File: config.mk
export PLATFORM = sky130hd
export DESIGN_NAME = alu_result_history
export DESIGN_NICKNAME = d
export VERILOG_FILES = /design/src/rtl/alu_result_history_pkg.sv /design/src/rtl/alu_result_history_edge.sv /design/src/rtl/alu_result_history.sv
export SDC_FILE = /design/constraint.sdc
export NUM_CORES = 1
export LEC_CHECK = 0
export ABC_AREA = 1
export CAP_MARGIN = 40
export CORE_ASPECT_RATIO = 0.9
export CORE_MARGIN = 5
export CORE_UTILIZATION = 53
export DETAILED_ROUTE_END_ITERATION = 7
export PLACE_DENSITY = 0.88
export SETUP_SLACK_MARGIN = 0.5
export SLEW_MARGIN = 25
export SYNTH_ARGS = -nofsm -noshare
export SYNTH_HDL_FRONTEND = slang
export SYNTH_SLANG_ARGS = --single-unit
File: constraint.sdc
create_clock -name clock -period 2.6 [get_ports clock]
set_input_delay 0.39 -clock clock [delete_from_list [all_inputs] [get_ports clock]]
set_output_delay 0.39 -clock clock [all_outputs]
set_load 0.01 [all_outputs]
File: src/rtl/alu_result_history_pkg.sv
// Shared parameters for the ALU result history stage: default widths, derived
// pointer/count widths and the reset value of the key edge-detector registers.
package alu_result_history_pkg;

  localparam int DATA_W = 8;
  localparam int DEPTH  = 4;
  localparam int PTR_W  = $clog2(DEPTH);
  localparam int CNT_W  = PTR_W + 1;

  // Resetting the "previous level" high means a key held through reset
  // produces no pulse until it is released and pressed again.
  localparam logic EDGE_RST = 1'b1;

endpackage : alu_result_history_pkg

File: src/rtl/alu_result_history_edge.sv
// Rising-edge detector for a debounced key level; emits a one-cycle pulse
// that is combinational from the level and the registered previous level.
module rising_edge_detect
  import alu_result_history_pkg::*;
(
  input  logic clock,
  input  logic reset,
  input  logic level,
  output logic pulse
);

  logic r_level_q;

  // NOTE: sequential state uses non-blocking assignments so every register
  // samples its inputs as they were just before the clock edge.
  always_ff @(posedge clock) begin
    if (reset) r_level_q <= EDGE_RST;
    else       r_level_q <= level;
  end

  assign pulse = level & ~r_level_q;

endmodule : rising_edge_detect

File: src/rtl/alu_result_history.sv
// Captures the ALU result on a key press into `latest` and a circular history,
// and lets a second key page through the valid history entries for display.
module alu_result_history
  import alu_result_history_pkg::*;
#(
  parameter int P_DATA_W = DATA_W,
  parameter int P_DEPTH  = DEPTH
) (
  input  logic                          clock,
  input  logic                          reset,
  input  logic                          capture,
  input  logic                          scroll,
  input  logic                          hist_clear,
  input  logic [P_DATA_W-1:0]           alu_result,
  output logic [P_DATA_W-1:0]           latest,
  output logic [P_DATA_W-1:0]           view_data,
  output logic [$clog2(P_DEPTH)-1:0]    view_index,
  output logic [$clog2(P_DEPTH):0]      count,
  output logic                          full
);

  localparam int L_PTR_W = $clog2(P_DEPTH);
  localparam int L_CNT_W = L_PTR_W + 1;

  logic [P_DATA_W-1:0] r_mem [P_DEPTH];
  logic [P_DATA_W-1:0] r_latest;
  logic [L_PTR_W-1:0]  r_wr_ptr;
  logic [L_PTR_W-1:0]  r_view_index;
  logic [L_CNT_W-1:0]  r_count;

  logic                w_cap_pulse;
  logic                w_scr_pulse;
  logic                w_full;
  logic [L_CNT_W-1:0]  w_next_view;
  logic [L_PTR_W-1:0]  w_rd_ptr;

  rising_edge_detect u_cap_edge (
    .clock (clock),
    .reset (reset),
    .level (capture),
    .pulse (w_cap_pulse)
  );

  rising_edge_detect u_scr_edge (
    .clock (clock),
    .reset (reset),
    .level (scroll),
    .pulse (w_scr_pulse)
  );

  assign w_full      = (r_count == L_CNT_W'(P_DEPTH));
  assign w_next_view = {1'b0, r_view_index} + L_CNT_W'(1);
  // Newest entry sits just behind the write pointer; older ones further back.
  assign w_rd_ptr    = r_wr_ptr - L_PTR_W'(1) - r_view_index;

  always_ff @(posedge clock) begin
    if (reset) begin
      // NOTE: the history array is reset explicitly so every entry reads 0
      // after reset; this forces flops rather than a RAM macro for the store.
      for (int i = 0; i < P_DEPTH; i++) r_mem[i] <= '0;
      r_latest     <= '0;
      r_wr_ptr     <= '0;
      r_view_index <= '0;
      r_count      <= '0;
    end else if (hist_clear) begin
      r_wr_ptr     <= '0;
      r_view_index <= '0;
      r_count      <= '0;
    end else if (w_cap_pulse) begin
      r_mem[r_wr_ptr] <= alu_result;
      r_wr_ptr        <= r_wr_ptr + L_PTR_W'(1);
      r_latest        <= alu_result;
      r_view_index    <= '0;
      if (!w_full) r_count <= r_count + L_CNT_W'(1);
    end else if (w_scr_pulse && (r_count != '0)) begin
      if (w_next_view == r_count) r_view_index <= '0;
      else                        r_view_index <= w_next_view[L_PTR_W-1:0];
    end
  end

  assign latest     = r_latest;
  assign view_index = r_view_index;
  assign count      = r_count;
  assign full       = w_full;
  assign view_data  = (r_count == '0) ? '0 : r_mem[w_rd_ptr];

endmodule : alu_result_history

* Word-level counts from Yosys, hierarchy flattened
Memories as Yosys holds them, arrays and structs flattened.
Cells that the tools add are included.
** Word-level totals
- Register bits :: 17
- Memory bits (writable) :: 32
- Input bits :: 13
- Output and inout bits :: 22
- Logic and storage cells :: 39
- Memories kept :: 1
** Memory list
- r_mem :: words 4, width 8, rd ports 1, clocked after memory_dff 0, wr ports 4, line alu_result_history.sv:25 : logic [P_DATA_W-1:0] r_mem [P_DEPTH];
** Cells by class
- $add $sub $neg :: 5
- Equal/unequal tests :: 2
- Multiplexer cells :: 11
- Bitwise logic cells :: 6
- Reduce and logical (&&, ||, !) cells :: 8
** Operators with widths (number)
- 8-bit two-way mux :: 2
- 8-bit OR reduction :: 1
- 1-bit two-way mux :: 7
- 2-bit two-way mux :: 2
- 1-bit NOT :: 4
- 2-bit AND reduction :: 2
- 2-bit by 1-bit adder with 3-bit output (second input constant) :: 1
- 3-bit by 1-bit adder with 3-bit output (second input constant) :: 1
- 3-bit equality test :: 1
- 3-bit equality test (second input constant) :: 1
- 3-bit logical NOT :: 1
- 3-bit nonzero test :: 1
- 3-bit OR reduction :: 1
- 2-bit by 1-bit adder with 2-bit output (second input constant) :: 1
- 1-bit bitwise AND :: 2
- 2-bit OR reduction :: 1
- 2-bit by 1-bit subtractor with 2-bit output (second input constant) :: 1
- 2-bit subtractor :: 1
- 1-bit logical AND :: 1

* Longest topological paths before layout
Gate-level depths: netlist of the first run.
- Word-level depth :: 8
- Mapped depth :: 9
- Gate-level depth less buffers :: 8

* Cells and area by module
Synthesis of the first run repeated with hierarchy kept, for this count alone.
** Second synthesis, totals
- Cells, all modules :: 259
- Area, all modules :: 2324.7 µm²
** Modules (own cells, without submodules)
- alu_result_history :: times used 1, cells an instance 249, area an instance 2249.7 µm², seq. area each 1261.2 µm²
- rising_edge_detect :: times used 2, cells an instance 5, area an instance 37.5 µm², seq. area each 20.0 µm²

* Worst setup path after synthesis of the first run
OpenSTA, ideal clock, no wires.
- Path kind :: register -> output
- Start :: register r_view_index[0], in the netlist view_index[0]
- End :: output port view_data[4]
- Arrival time :: 1605 ps
- Required time :: 2210 ps
- Path slack :: 605 ps
- Cell stages (with the launch flop) :: 8
- Buffers on the path :: 2
- Cells stage by stage :: dfxtp_1 > inv_1 > ha_1 > buf_2 > buf_2 > mux2_2 > nor2_1 > nor2_1
** Between the ends
- Word-level cells in the longest chain between the ends :: 3
** RTL lines
- start, declared :: line alu_result_history.sv:28 : logic [L_PTR_W-1:0] r_view_index;
- start signal, assigned :: line alu_result_history.sv:77 : else r_view_index <= w_next_view[L_PTR_W-1:0];
- 2-bit subtractor :: line alu_result_history.sv:54 : assign w_rd_ptr = r_wr_ptr - L_PTR_W'(1) - r_view_index;
- memory read 4 x 8 bit
- 8-bit two-way mux :: line alu_result_history.sv:85 : assign view_data = (r_count == '0) ? '0 : r_mem[w_rd_ptr];
- end, declared :: line alu_result_history.sv:16 : output logic [P_DATA_W-1:0] view_data,
No other way between the ends.

* Worst setup path after layout of the first run
- Start :: register r_view_index[0], in the netlist view_index[0]
- End :: output port view_data[2]
Same word-level chain as after synthesis.

==> impl_metrics.env, run 1 <==
export IMPL_ys_seq_elements=49
export IMPL_ioPinCount=35
export IMPL_rows=22
export IMPL_vias_per_cell=5.32
export IMPL_layout_commonest_cell="nand2_1"
export IMPL_post_route_period_util_pct=84.8
export IMPL_end_kind="output port"
export IMPL_fillers=282
export IMPL_yosys_area_top_type="edfxtp_1"
export IMPL_synth_top_area_share_pct=41.4
export IMPL_numClockSinks=49
export IMPL_initialDrtViolationCount=262
export IMPL_max_freq_mhz=454
export IMPL_yosysUniqueCellTypes=24
export IMPL_setup_viol=0
export IMPL_final_setup_tns_ns=0
export IMPL_start_util_pct=55.8
export IMPL_drc=0
export IMPL_drive_gt1_share_pct=22.1
export IMPL_wl_per_cell_um=16.4
export IMPL_max_slew_margin_pct=73.2
export IMPL_criticalPathCategory="reg2out"
export IMPL_routabilityCongestion=0.826
export IMPL_first_global_vias=1824
export IMPL_critPathLaunchType="register"
export IMPL_fin_skew_ns=0.0143
export IMPL_area_growth_pct=29.6
export IMPL_grt_pass1_wl_mm=8.84
export IMPL_leakagePower_nw=1.42
export IMPL_drt_wl_total_mm=6.03
export IMPL_period_minus_slack_ns=2.20
export IMPL_die_area_mm2=0.00580
export IMPL_syn_nets=277
export IMPL_die_w_um=79.8
export IMPL_ctsHoldBuffers=0
export IMPL_synthCells=260
export IMPL_vias=1953
export IMPL_powerDensity_mw_per_mm2=487
export IMPL_nets=323
export IMPL_utilization_pct=72.4
export IMPL_syn_area_mm2=0.00232
export IMPL_hold_violations=0
export IMPL_dr_pass1_iters=5
export IMPL_cp_arrival_ns=1.81
export IMPL_layout_common_cells="nand2_1, inv_1, nor2_1"
export IMPL_async_reset_ff_share_pct=0
export IMPL_grt_start_max_net_pins=17
export IMPL_irDropWorstVdd_mv=0.327
export IMPL_cts_max_path_buffers=2
export IMPL_status="finished clean"
export IMPL_postRouteAntennaNets=0
export IMPL_yosysWarnings=0
export IMPL_die_h_um=72.8
export IMPL_syn_area_per_cell_um2=8.93
export IMPL_worst_pin_slew_ns=0.401
export IMPL_diodes=0
export IMPL_synthFlopType="edfxtp_1"
export IMPL_gr_total_overflow=0
export IMPL_timing_final_ws_setup_ns=0.396
export IMPL_ys_seq_area_share_pct=56.1
export IMPL_htree_levels=2
export IMPL_required_ns=2.21
export IMPL_multi_input_comb_area_um2=897
export IMPL_maxSlewViolCount=0
export IMPL_ff_latch_area_mm2=0.00131
export IMPL_clock_latency_ns=0.32
export IMPL_netlist_top_cells_area="edfxtp_1, dfxtp_1, nand2_1, inv_1, nor2_1"
export IMPL_synth_edf_count=32
export IMPL_maxCapViolCount=0
export IMPL_min_path_type="reg2reg"
export IMPL_grt_antenna_before_repair=0
export IMPL_clkTransAtPathRegs_ns=0.09
export IMPL_finalPower_w=0.00147
export IMPL_rsz0062_at_grt="true"
export IMPL_cts_tree="built"
export IMPL_numCtsBuffers=5
export IMPL_cts_root_buffer="clkbuf_8"
export IMPL_grtUsageTotal_pct=20.6
export IMPL_io_buffers=34
export IMPL_place_ws_ns=0.216
export IMPL_cp_max_fo=6
export IMPL_hpwl_mm=3.88
export IMPL_core_area_mm2=0.00416
-- metrics by stage --
| stage | hold WS, ns | area (um2) | cells |
|---|---|---|---|
| final | 0.474 | 3010 | 367 |
| after detailed placement | 0.458 | 2730 | 352 |
| after global routing | 0.492 | 3010 | 367 |
| after CTS | 0.479 | 2960 | 366 |
| after global placement | 0.462 | 2730 | 352 |
| after floorplan | 0.494 | 2320 | 260 |
-- power breakdown --
group	internal [W]	leakage, nW	switching (W)
logic	0.0000645	0.897	0.0000774
registers	0.000849	0.471	0.0000127
clock network	0.000191	0.0481	0.000271
total	0.00110	1.42	0.000361
-- final timing paths --
path,startpoint,end,slack [ns],cells after the start
setup / recovery,view_index[0]$_SDFFE_PP0P_,view_data[2],0.40,8
hold / removal,latest[6]$_SDFFE_PP0P_,latest[6]$_SDFFE_PP0P_,0.47,2
setup reg to reg,u_cap_edge.r_level_q$_SDFF_PP1_,r_mem[0][6]$_SDFFCE_PN0P_,0.84,5
hold reg to reg,latest[6]$_SDFFE_PP0P_,latest[6]$_SDFFE_PP0P_,0.47,2
-- area by class of cell --
cell class,count,area share [%]
clock inverter,3,0.749
tap,60,2.50
clock buffer,5,2.29
timing repair buffer,45,15.6
multi-input combinational,162,29.8
sequential,49,43.6
inverter,43,5.45
-- repair_timing --
| action | CTS | global route |
|---|---|---|
| cloned | 3 | 0 |
| setup buffers | 3 | 1 |
| hold endpoints to repair | 0 | 0 |
| gates resized for setup | 55 | 20 |
| pin swaps | 14 | 13 |
| setup endpoints to repair | 8 | 9 |
-- synthesized netlist by cell type (2+ instances only) --
master     n
buf_2      3
mux2_2     8
nand2_1   57
edfxtp_1  32
dfxtp_1   17
nor2_2     3
inv_2      2
ha_1       4
nand3_1   19
nor2_1    41
clkbuf_1   2
inv_1     41
a21oi_1    6
o21ai_0   12
nand2_2    3
nand2_4    2
-- critical path: stages (launching register included) --
cell	delay (ns)
dfxtp_4	0.37
inv_4	0.04
ha_4	0.29
buf_12	0.13
buf_16	0.11
mux2_4	0.31
nor2_4	0.08
nor2_2	0.03
buf_2	0.13
-- kinds of logic after synthesis --
group | after synthesis | synth area share (%)
AND/OR/NAND/NOR | 129 | 24.6
flip-flops | 49 | 56.1
buffers and inverters | 49 | 8.41
adder cells (fa/ha/maj) | 4 | 2.16
XOR/XNOR | 1 | 0.377
multiplexers | 8 | 3.88
AO/OA/AOI/OAI | 20 | 4.53
-- registers in the layout, indices dropped and copies added, names as in the netlist --
register              cells
count                     3
latest                    8
r_mem                    32
r_wr_ptr                  2
u_cap_edge.r_level_q      1
u_scr_edge.r_level_q      1
view_index                2
-- layer usage --
layer	vias up	part of all wire (%)	global-route usage, %	wire, um
li1	919	-	-	-
met1	915	40	25.1	2400
met2	100	49	33.4	2960
met3	19	8.1	5.93	488
met4	0	3.1	10.5	186
met5	-	0	0	0
Note: power is estimated with default switching activity, not from simulation.
==> run 2, diff against run 1 <==
CORE_UTILIZATION = 48   (was 53)
PLACE_DENSITY = 0.85   (was 0.88)
clock period = 1.8 ns   (was 2.6 ns; I/O delays follow)
==> run 2 against run 1 <==
Compared with the run above:
- the run now ends with setup timing left
- register-to-register slack lost 0.42 ns
- sequential share of layout area shrank 6.2 points
- die area grew 9.0%
- clock skew shrank 0.0048 ns
- sequential cell count is the same
- design area grew 17%
- clock power grew 44%
- first-iteration DRC count shrank 9.9%
- global-route usage shrank 0.067 points
- critical path depth shrank 1
- critical path type unchanged
- largest power group unchanged
==> impl_metrics.env, run 2 (same netlist as run 1, synthesis figures left out) <==
export IMPL_top_layer="met4"
export IMPL_r2r_start="view_index[0]$_SDFFE_PP0P_"
export IMPL_finalPower_w=0.00217
export IMPL_die_w_um=83.3
export IMPL_period_minus_slack_ns=2.03
export IMPL_r2r_end="view_index[1]$_SDFFE_PP0P_"
export IMPL_hold_depth=3
export IMPL_clock_latency_ns=0.31
export IMPL_final_setup_tns_ns=-1.65
export IMPL_diodes=0
export IMPL_fin_area_mm2=0.00352
export IMPL_utilization_pct=73.8
export IMPL_rsz0062_at_grt="true"
export IMPL_max_slew_margin_pct=79.9
export IMPL_grt_start_max_net_pins=17
export IMPL_initialDrtViolationCount=236
export IMPL_post_route_period_util_pct=113
export IMPL_wl_per_cell_um=17.9
export IMPL_drt_wl_total_mm=7.19
export IMPL_ioPinCount=35
export IMPL_fillers=282
export IMPL_min_path_type="in2reg"
export IMPL_cp_max_fo=7
export IMPL_area_growth_pct=51.8
export IMPL_first_global_vias=2026
export IMPL_grt_pass1_wl_mm=10.2
export IMPL_maxSlewViolCount=0
export IMPL_hold_ws_ns=0.341
export IMPL_irDropWorstVdd_mv=0.356
export IMPL_worst_pin_slew_ns=0.301
export IMPL_violations="setup timing"
export IMPL_vias=2139
export IMPL_hold_violations=0
export IMPL_maxCapViolCount=0
export IMPL_regMostFlops="r_mem"
export IMPL_fin_skew_ns=0.00958
export IMPL_hpwl_mm=4.08
export IMPL_critPathLaunchType="register"
export IMPL_wl_met1_mm=2.79
export IMPL_gr_total_overflow=0
export IMPL_start_util_pct=48.6
export IMPL_status="complete, but fails checks"
export IMPL_setup_viol=8
export IMPL_powerDensity_mw_per_mm2=615
export IMPL_rows=24
export IMPL_reg2reg_depth=9
export IMPL_dpl_cell_area_mm2=0.00302
export IMPL_met3WireLength_um=640
export IMPL_die_area_mm2=0.00633
export IMPL_cts_root_buffer="clkbuf_8"
export IMPL_numCtsBuffers=5
export IMPL_multi_input_comb_area_mm2=0.00118
export IMPL_dr_pass1_iters=5
export IMPL_layout_common_cells="nand2_1, inv_1, edfxtp_1"
export IMPL_nets=352
export IMPL_end_kind="output port"
export IMPL_io_buffers=34
export IMPL_largest_register_ffs=32
export IMPL_core_area_mm2=0.00477
export IMPL_clkTransAtPathRegs_ns=0.09
export IMPL_cts_tree="built"
export IMPL_required_ns=1.53
export IMPL_numClockSinks=49
export IMPL_hold_end="u_cap_edge.r_level_q$_SDFF_PP1_"
export IMPL_max_freq_mhz=493
export IMPL_grt_antenna_before_repair=0
export IMPL_cts_max_path_buffers=2
export IMPL_drive_gt1_share_pct=45.2
export IMPL_leakagePower_nw=1.61
export IMPL_layout_commonest_cell="nand2_1"
export IMPL_ff_latch_area_mm2=0.00132
export IMPL_grtUsageTotal_pct=20.5
export IMPL_criticalPathCategory="reg2out"
export IMPL_worstHoldStart="capture"
export IMPL_die_h_um=76.0
export IMPL_dr_wl_met2_mm=3.49
export IMPL_drc=0
export IMPL_cp_arrival_ns=1.76
export IMPL_htree_levels=2
export IMPL_vias_per_cell=5.33
export IMPL_routabilityCongestion=0.841
export IMPL_postRouteAntennaNets=0
export IMPL_timing_final_ws_setup_ns=-0.227
export IMPL_regToRegSetupSlack_ns=0.42
export IMPL_ctsHoldBuffers=0
-- run 2: changes by cell type in the layout (fill, tap and decap cells not counted), sizes merged, moves of 2 or more --
cell	change
buf	+33
clkdlybuf4s50	-15
clkinv	-2
dlygate4sd2	+10
-- run 2: metrics by stage --
stage | instances | setup slack [ns]
floorplan | 260 | 0.188
global placement | 375 | -0.237
detailed placement | 375 | -0.271
CTS | 393 | -0.194
global route | 401 | -0.292
finish | 401 | -0.227
-- run 2: metal layers --
layer / up-vias / track usage [%]
met1: 1006 / 25.8
met4: 0 / 8.01
met2: 125 / 34.5
met3: 33 / 4.22
met5: - / 0
li1: 975 / -
-- run 2: how the worst max path moves through the flow --
stage                               startpoint           end  slack, ns  depth (start not counted)
finish              view_index[0]$_SDFFE_PP0P_  view_data[1]      -0.23                          7
global route        view_index[0]$_SDFFE_PP0P_  view_data[1]      -0.29                          7
CTS                 view_index[0]$_SDFFE_PP0P_  view_data[3]      -0.19                          7
detailed placement  view_index[0]$_SDFFE_PP0P_  view_data[2]      -0.27                          6
global placement    view_index[0]$_SDFFE_PP0P_  view_data[3]      -0.24                          6
floorplan           view_index[0]$_SDFFE_PP0P_  view_data[4]       0.19                          7
-- run 2: report_power, final --
group	switching, W	leakage [nW]	internal [W]	total [W]
logic	0.000145	1.09	0.000113	0.000258
registers	0.0000185	0.472	0.00123	0.00125
clock network	0.000387	0.0445	0.000276	0.000663
-- run 2: repair_timing --
| item | in CTS | in global routing |
|---|---|---|
| endpoints found under the setup margin | 90 | 71 |
| buffers inserted | 9 | 8 |
| resized for setup | 92 | 75 |
| pin swaps | 13 | 17 |
| gates cloned | 1 | 0 |
-- run 2: layout make-up --
cell class | count | share of cell area, %
Inverter | 43 | 4.79
Clock inverter | 3 | 0.604
Clock buffer | 5 | 1.95
Multi-Input combinational cell | 162 | 33.5
Tap cell | 65 | 2.31
Timing Repair Buffer | 74 | 19.5
Sequential cell | 49 | 37.3
-- run 2: critical path: stages (launching register included) --
cell     delay, ns
dfxtp_4       0.36
inv_4         0.04
ha_4          0.34
buf_6         0.15
mux2_4        0.32
nor2_4        0.08
nor2_2        0.03
buf_2         0.13
